$ cat config.mk
export PLATFORM = sky130hd
export DESIGN_NAME = sar_search_ctrl_flat
export DESIGN_NICKNAME = d
export VERILOG_FILES = /design/src/rtl/sar_pkg.sv /design/src/rtl/sar_search_ctrl_if.sv /design/src/rtl/sar_search_ctrl.sv /design/src/flat_wrapper.sv
export SDC_FILE = /design/constraint.sdc
export NUM_CORES = 1
export LEC_CHECK = 0
export BUFFER_PORTS_ARGS = -buffer_cell sky130_fd_sc_hd__buf_2
export CAP_MARGIN = 20
export CORE_UTILIZATION = 50
export CTS_CLUSTER_SIZE = 30
export DETAILED_ROUTE_END_ITERATION = 10
export HOLD_SLACK_MARGIN = 0.05
export PLACE_DENSITY = 0.73
export SYNTH_ARGS = -nofsm -noshare
export SYNTH_HDL_FRONTEND = slang
export SYNTH_SLANG_ARGS = --single-unit
$ cat constraint.sdc
create_clock -name clk -period 2.9 [get_ports clk]
set_clock_uncertainty 0.15 [all_clocks]
set_input_delay 0.435 -clock clk [delete_from_list [all_inputs] [get_ports clk]]
set_output_delay 0.435 -clock clk [all_outputs]
set_load 0.005 [all_outputs]
$ cat src/rtl/sar_pkg.sv
// Shared types and helpers for the successive-approximation search controller.
package sar_pkg;

    typedef enum logic [1:0] {
        S_IDLE  = 2'd0,
        S_PROBE = 2'd1,
        S_DONE  = 2'd2
    } sar_state_t;

    localparam int MAX_W = 64;

    // Flip the sign bit of a width-bit value: two's complement <-> offset binary.
    function automatic logic [MAX_W-1:0] to_offset(input logic [MAX_W-1:0] x, input int width);
        return x ^ (MAX_W'(1) << (width - 1));
    endfunction

endpackage

$ cat src/rtl/sar_search_ctrl_if.sv
// Start/probe/answer/result bundle between the search controller and its comparator side.
interface sar_search_ctrl_if #(
    parameter int N = 32
);
    logic         start;
    logic [N-1:0] probe;
    logic         probe_valid;
    logic         lt_in;
    logic         lt_valid;
    logic         busy;
    logic         done;
    logic [N-1:0] result;

    modport master (
        input  start, lt_in, lt_valid,
        output probe, probe_valid, busy, done, result
    );

    modport slave (
        output start, lt_in, lt_valid,
        input  probe, probe_valid, busy, done, result
    );
endinterface

$ cat src/rtl/sar_search_ctrl.sv
// Signed successive-approximation search: one probe per accepted less-than answer,
// MSB first, producing the unknown's exact N-bit two's-complement value.
module sar_search_ctrl
    import sar_pkg::*;
#(
    parameter int N  = 32,
    parameter int IW = $clog2(N)
) (
    input  logic               clk,
    input  logic               rst,
    sar_search_ctrl_if.master  bus
);

    sar_state_t   state_reg;
    logic [N-1:0] trial_reg;
    logic [IW-1:0] index_reg;
    logic [N-1:0] probe_reg;
    logic         probe_valid_reg;
    logic         busy_reg;
    logic         done_reg;
    logic [N-1:0] result_reg;

    logic [N-1:0] trial_upd;
    logic [N-1:0] trial_next;

    localparam logic [N-1:0] MID_CODE = N'(MAX_W'(1) << (N - 1));

    // trial_upd resolves the current bit from the answer; trial_next also arms the next bit.
    always_comb begin
        trial_upd = trial_reg;
        if (bus.lt_in) begin
            trial_upd[index_reg] = 1'b0;
        end
        trial_next = trial_upd;
        if (index_reg != '0) begin
            trial_next[index_reg - 1'b1] = 1'b1;
        end
    end

    always_ff @(posedge clk or posedge rst) begin
        if (rst) begin
            state_reg       <= S_IDLE;
            trial_reg       <= '0;
            index_reg       <= IW'(N - 1);
            probe_reg       <= '0;
            probe_valid_reg <= 1'b0;
            busy_reg        <= 1'b0;
            done_reg        <= 1'b0;
            result_reg      <= '0;
        end else begin
            done_reg <= 1'b0;
            case (state_reg)
                S_IDLE: begin
                    if (bus.start) begin
                        trial_reg       <= MID_CODE;
                        index_reg       <= IW'(N - 1);
                        probe_reg       <= N'(to_offset(MAX_W'(MID_CODE), N));
                        probe_valid_reg <= 1'b1;
                        busy_reg        <= 1'b1;
                        state_reg       <= S_PROBE;
                    end
                end
                S_PROBE: begin
                    if (bus.lt_valid) begin
                        if (index_reg != '0) begin
                            trial_reg <= trial_next;
                            index_reg <= index_reg - 1'b1;
                            probe_reg <= N'(to_offset(MAX_W'(trial_next), N));
                        end else begin
                            trial_reg       <= trial_upd;
                            probe_reg       <= N'(to_offset(MAX_W'(trial_upd), N));
                            result_reg      <= N'(to_offset(MAX_W'(trial_upd), N));
                            probe_valid_reg <= 1'b0;
                            done_reg        <= 1'b1;
                            state_reg       <= S_DONE;
                        end
                    end
                end
                S_DONE: begin
                    // start is deliberately not sampled here; a new search needs an IDLE cycle.
                    busy_reg  <= 1'b0;
                    state_reg <= S_IDLE;
                end
                default: begin
                    state_reg       <= S_IDLE;
                    probe_valid_reg <= 1'b0;
                    busy_reg        <= 1'b0;
                end
            endcase
        end
    end

    assign bus.probe       = probe_reg;
    assign bus.probe_valid = probe_valid_reg;
    assign bus.busy        = busy_reg;
    assign bus.done        = done_reg;
    assign bus.result      = result_reg;

endmodule

$ cat src/flat_wrapper.sv
// flat-port wrapper written by rule: the top's interface ports become plain ports
module sar_search_ctrl_flat import sar_pkg::*;
#(
    parameter int N  = 32,
    parameter int IW = $clog2(N)
)
  (clk, rst, bus_start, bus_lt_in, bus_lt_valid, bus_probe, bus_probe_valid, bus_busy, bus_done, bus_result);
  sar_search_ctrl_if #(.N(N)) bus_i ();
  input  logic clk;
  input  logic rst;
  input wire logic [$bits(bus_i.start)-1:0] bus_start;
  input wire logic [$bits(bus_i.lt_in)-1:0] bus_lt_in;
  input wire logic [$bits(bus_i.lt_valid)-1:0] bus_lt_valid;
  output wire logic [$bits(bus_i.probe)-1:0] bus_probe;
  output wire logic [$bits(bus_i.probe_valid)-1:0] bus_probe_valid;
  output wire logic [$bits(bus_i.busy)-1:0] bus_busy;
  output wire logic [$bits(bus_i.done)-1:0] bus_done;
  output wire logic [$bits(bus_i.result)-1:0] bus_result;
  assign bus_i.start = bus_start;
  assign bus_i.lt_in = bus_lt_in;
  assign bus_i.lt_valid = bus_lt_valid;
  assign bus_probe = bus_i.probe;
  assign bus_probe_valid = bus_i.probe_valid;
  assign bus_busy = bus_i.busy;
  assign bus_done = bus_i.done;
  assign bus_result = bus_i.result;
  sar_search_ctrl #(.N(N), .IW(IW)) u_core (.clk(clk), .rst(rst), .bus(bus_i));
endmodule
# ---- Yosys cells after proc, flatten, opt, wreduce, memory -nomap -nowiden
# Cells that the tools add are included.
dict set report totals {
  ff_bits 106
  output_inout_bits 67
  inputBits 5
}
dict set report op_classes {
  n_mux 30
  reduce_logical 11
  magnitude_cmp 4
  n_eq_ne 6
  bitwise 8
  add_sub_neg 1
}
# cell count
set op_table {}
lappend op_table {{$mux 32} 8}
lappend op_table {{$pmux 32 s2} 2}
lappend op_table {{$and 32x32->32} 1}
lappend op_table {{$not 32->32} 1}
lappend op_table {{$or 32x32->32} 1}
lappend op_table {{$mux 5} 3}
lappend op_table {{$lt 5x6->1 const B} 2}
lappend op_table {{$demux 1 s5} 2}
lappend op_table {{$ge 5x1->1 const B} 2}
lappend op_table {{$pmux 5 s2} 1}
lappend op_table {{$reduce_and 3->1} 3}
lappend op_table {{$mux 1} 8}
lappend op_table {{$reduce_and 4->1} 2}
lappend op_table {{$mux 2} 3}
lappend op_table {{$ne 2x2->1 const B} 3}
lappend op_table {{$not 1->1} 5}
lappend op_table {{$reduce_bool 5->1} 1}
lappend op_table {{$sub 5x1->5 const B} 1}
lappend op_table {{$pmux 2 s2} 1}
lappend op_table {{$pmux 1 s3} 1}
lappend op_table {{$eq 2x1->1 const B} 1}
lappend op_table {{$eq 2x2->1 const B} 1}
lappend op_table {{$logic_and 1x1->1} 2}
lappend op_table {{$logic_not 2->1} 1}
lappend op_table {{other kinds (4)} 4}

# ---- Longest topological paths before layout
dict set report logic_depth {
  word_depth 13
  depth_mapped 9
  depth_no_buf 7
}

# ---- Worst setup path before layout
# Ideal clock, no wire load.
dict set report synth_timing {
  path_kind {reg-to-reg}
  from {register u_core.index_reg[0]}
  to {register u_core.probe_reg[16], in the netlist u_core.bus.probe[16]}
  setup_time_ns 0.135
  path_stages_with_launch 8
  t_required_ns 2.615
  arrival_time_ns 1.662
  path_slack_ns 0.953
  n_path_buf 2
  path_cell_list {dfstp_2 > inv_1 > ha_1 > buf_2 > and2_1 > clkbuf_1 > a32oi_2 > o21ai_0}
}
dict set report synth_via {
  elab_chain_cells 12
}
# element line
set synth_rtl {}
lappend synth_rtl {{from (decl)} sar_search_ctrl.sv:16} ;# logic [IW-1:0] index_reg;
lappend synth_rtl {{from (signal assigned)} sar_search_ctrl.sv:44} ;# index_reg <= IW'(N - 1);
lappend synth_rtl {{from (signal assigned)} sar_search_ctrl.sv:56} ;# index_reg <= IW'(N - 1);
lappend synth_rtl {{from (signal assigned)} sar_search_ctrl.sv:67} ;# index_reg <= index_reg - 1'b1;
lappend synth_rtl {{branches (longest 9 deep; another with $lt 5x6->1)} n/a}
lappend synth_rtl {{$mux 32 *} sar_search_ctrl.sv:65} ;# if (index_reg != '0) begin
lappend synth_rtl {{$mux 32 *} sar_search_ctrl.sv:64} ;# if (bus.lt_valid) begin
lappend synth_rtl {{$pmux 32 s2 *} sar_search_ctrl.sv:52} ;# case (state_reg)
lappend synth_rtl {{to (signal assigned)} sar_search_ctrl.sv:57} ;# probe_reg <= N'(to_offset(MAX_W'(MID_CODE), N));
lappend synth_rtl {{to (signal assigned)} sar_search_ctrl.sv:68} ;# probe_reg <= N'(to_offset(MAX_W'(trial_next), N));
lappend synth_rtl {{to (signal assigned)} sar_search_ctrl.sv:71} ;# probe_reg <= N'(to_offset(MAX_W'(trial_upd), N));
lappend synth_rtl {{to (decl)} sar_search_ctrl.sv:17} ;# logic [N-1:0] probe_reg;
# Every way passes the cells marked *. The select of a mux whose other input is x is not followed.
# A chain may end at the register's enable or synchronous reset.

# ---- Final worst setup path
dict set report layout_timing {
  from {register u_core.index_reg[0]}
  to {register u_core.result_reg[0], in the netlist u_core.bus.result[0]}
}
dict set report layout_via {
  elab_chain_cells 7
}
# element line
set layout_rtl {}
lappend layout_rtl {{$lt 5x6->1 (not written as such) / $ge 5x1->1 (equally long branches)} sar_search_ctrl.sv:32} ;# trial_upd[index_reg] = 1'b0;
lappend layout_rtl {{$logic_and 1x1->1 (not written as such)} sar_search_ctrl.sv:32}
lappend layout_rtl {{$mux 1 (not written as such)} sar_search_ctrl.sv:32}
lappend layout_rtl {{$demux 1 s5} n/a}
lappend layout_rtl {{$not 32->32 (no line)} n/a}
lappend layout_rtl {{$and 32x32->32 (no line)} n/a}
lappend layout_rtl {{$mux 32} sar_search_ctrl.sv:31} ;# if (bus.lt_in) begin
lappend layout_rtl {{to (signal assigned)} sar_search_ctrl.sv:72} ;# result_reg <= N'(to_offset(MAX_W'(trial_upd), N));
lappend layout_rtl {{to (decl)} sar_search_ctrl.sv:21} ;# logic [N-1:0] result_reg;
# Parallel ways exist; a longest one is shown, timed or not.

==> out/qor.yml <==
status: "complete, no violations"
fillers: 699
startpoint_type: "register"
num-nets-final: 462
grt_overflow: 0
cts_buffers: 9
wirelength_um: 8962
drt-wirelength-per-cell_um: 16.09
setup_viol: 0
grt_antenna_before_repair: 0
synth_fa_ha_area_share_pct: 1.291
synthTopCellsByArea: "dfrtp_1 45%, nand2_1 11%, o21ai_0 6.5%"
synth_simple_gate_area_share_pct: 19.26
min_path_cells: 3
yosysTopAreaCell: "dfrtp_1"
async_flop_share_pct: 100.0
startpoint: "u_core.index_reg[0]$_DFFE_PP1P_"
clock_path_buffers: 2
die_h_um: 90.06
postCtsSetupBuffers: 0
hp-start: "bus_start"
hold_buffers: 1
diodes: 0
ys_seq_elements: 75
finalSetupTns_ns: 0
drive_above_1_share_pct: 25.11
row_count: 31
grt_pass1_wl_um: 14730
port_buffers: 71
syn_area_per_cell_um2: 9.145
synth_ff_type: "dfrtp_1"
synth_top_cell_area_share_pct: 45.18
pre_cts_ws_ns: 0.6133
max_cap_violations: 0
cts.repair.resized: 0
globalplace.congestion: 0.9402
synthToLayoutAreaGrowth_pct: 8.293
fin_crit_ns: 2.320
hold_path_class: "input port to register"
core-area_mm2: 0.007370
reg2reg_depth: 7
grtUsageTotal_pct: 22.83
cp_max_fo: 34
reg2reg_slack_ns: 0.58
place_hpwl_um: 6067
final_max_slew_viol_count: 0
crit_chain: "inv_1, ha_1, nor4b_4, nand2_4, buf_4, a21oi_1, a22o_1"
firstDrtPassIters: 6
synth_nets: 433
grt_pass1_vias: 2950
max-vdd-ir-drop_uv: 614.3
synth.distinct_cells: 51
initial_core_util_pct: 52.61
worst-setup-path-type: "register to register"
crit_arrival_ns: 2.48
tritoncts: "yes"
yosys_warnings: 0
path_buf_inv: 2
io_pins: 72
synth_xor_area_share_pct: 0
timing_hold_violations_final: 0
drt_iter0_markers: 281
worstPathRequired_ns: 3.06
p_per_area_mw_per_mm2: 803.9
cp-end-kind: "register"
grt_max_degree: 45
synth-edff-count: 0
slew_headroom_pct: 55.43
yosysSeqAreaShare_pct: 48.56
synth_mux_area_share_pct: 1.033
min_to: "u_core.index_reg[4]$_DFFE_PP1P_"
dieArea_mm2: 0.008111
synth_compound_area_share_pct: 18.36
fmax_ghz: 0.4311
synthesis.area_mm2: 0.003877
setup_slack_ns: 0.5803
cts-root-buf: "clkbuf_8"
p_leak_nw: 2.210
critPathTopFamily: "simple AND/OR/NAND/NOR gates"
worst_path_max_delay_cell: "nor4b_4"
rr_startpoint: "u_core.index_reg[0]$_DFFE_PP1P_"
vias_per_cell: 5.589
r2r-end: "u_core.bus.result[0]$_DFFE_PP0P_"
grt_setup_unrepaired: "false"
synth_top_family_by_area: "simple AND/OR/NAND/NOR gates"
drc: 0
dr_total_vias: 3113
tightest_slew_ns: 0.6676
clkSinkCount: 75
fin_crit_sh_pct: 79.99
ant_nets: 0
clock_latency_ns: 0.36
syn_inst: 424
htreeDepth: 3
fp.dieW_um: 90.06
crit_path_max_incr_delay_ns: 0.45
clk_transition_reported_paths_ns: 0.08
p_total_mw: 3.376
==> logic make-up after synthesis <==
kind of cell	Yosys count
mux	4
simple gates	154
fa+ha+maj	4
compound gates	118
buf+inv	69
flops	75
==> per-stage QoR <==
step                utilization, %  instances  instance area (um2)  hold WS [ns]
finish                       56.98        557                 4199        0.2036
global route                 56.98        557                 4199        0.2257
CTS                          56.98        557                 4199        0.2054
detailed placement           54.33        540                 4004        0.3010
global placement             54.33        540                 4004        0.2930
floorplan                        -        424                 3877        0.3078
==> per-layer routing <==
| layer | wire length, um | part of all wire [%] | track usage, % | vias up |
|---|---|---|---|---|
| met3 | 474 | 5.3 | 4.569 | 22 |
| met5 | 0 | 0 | 0 | - |
| met1 | 3975 | 44 | 30.06 | 1513 |
| met2 | 4289 | 48 | 37.21 | 112 |
| met4 | 223 | 2.5 | 8.737 | 0 |
| li1 | - | - | - | 1466 |
==> synth_stat cells, types with 3 or more instances <==
library cell and n:
nand2_1 111, dfrtp_1 70, o21ai_0 50, buf_4 32, a21oi_1 25, buf_2 10, clkbuf_1 10, nand3_1 9
inv_1 8, a31oi_1 7, buf_6 7, o21ai_1 7, o31ai_1 7, dfstp_2 5, ha_1 4, mux2i_1 4
nand2b_1 4, nor2_1 4, nor2b_1 4, a22o_1 3, a22oi_1 3, nand3b_1 3
==> worst max-delay path by stage <==
| stage | slack, ns | cells after the start | end |
|---|---|---|---|
| floorplan | 0.41 | 1 | u_core.bus.busy$_DFFE_PP0P_ |
| global placement | 0.71 | 7 | u_core.bus.result[0]$_DFFE_PP0P_ |
| detailed placement | 0.61 | 7 | u_core.bus.result[2]$_DFFE_PP0P_ |
| CTS | 0.61 | 7 | u_core.bus.result[2]$_DFFE_PP0P_ |
| global route | 0.44 | 7 | u_core.bus.result[3]$_DFFE_PP0P_ |
| finish | 0.58 | 7 | u_core.bus.result[0]$_DFFE_PP0P_ |
==> area by class of cell <==
| cell class | count | area (um2) | share of cell area [%] |
|---|---|---|---|
| repair buffers | 78 | 422.9 | 10.07 |
| well taps | 99 | 123.9 | 2.950 |
| clock buffers | 10 | 137.6 | 3.278 |
| flip-flops and latches | 75 | 1883 | 44.85 |
| clock inverters | 6 | 47.55 | 1.132 |
| inverters | 9 | 35.03 | 0.8343 |
| multi-input cells | 280 | 1549 | 36.89 |
==> worst reg2reg max path: stages (launching register included) <==
cell and delay, ns:
dfstp_2 0.42, inv_1 0.14, ha_1 0.38, nor4b_4 0.45
nand2_4 0.08, buf_4 0.27, a21oi_1 0.23, a22o_1 0.15
==> power breakdown <==
part	switching [mW]	internal, mW	total (mW)
combinational	0.633	0.422	1.05
clock	0.408	0.339	0.747
sequential	0.297	1.28	1.57
total	1.34	2.04	3.38
==> cell usage in the layout, fill, tap and decap left out, types with 2 or more instances in the layout <==
master	Yosys	routed
a21oi_1	25	25
a22o_1	3	3
a22oi_1	3	3
a22oi_2	2	2
a31oi_1	7	7
a41oi_1	2	2
and2b_1	2	2
and3_1	2	2
and3b_1	2	2
buf_2	10	71
buf_4	32	5
clkbuf_8	0	10
clkinvlp_4	0	4
dfrtp_1	70	70
dfstp_2	5	5
ha_1	4	4
inv_1	8	7
inv_6	0	2
mux2i_1	4	4
nand2_1	111	111
nand2_4	2	2
nand2b_1	4	4
nand3_1	9	9
nand3b_1	3	3
nor2_1	4	4
nor2b_1	4	4
nor4b_4	2	2
o21ai_0	50	50
o21ai_1	7	7
o2bb2ai_1	2	2
o31ai_1	7	7
(Power assumes the default switching activity.)
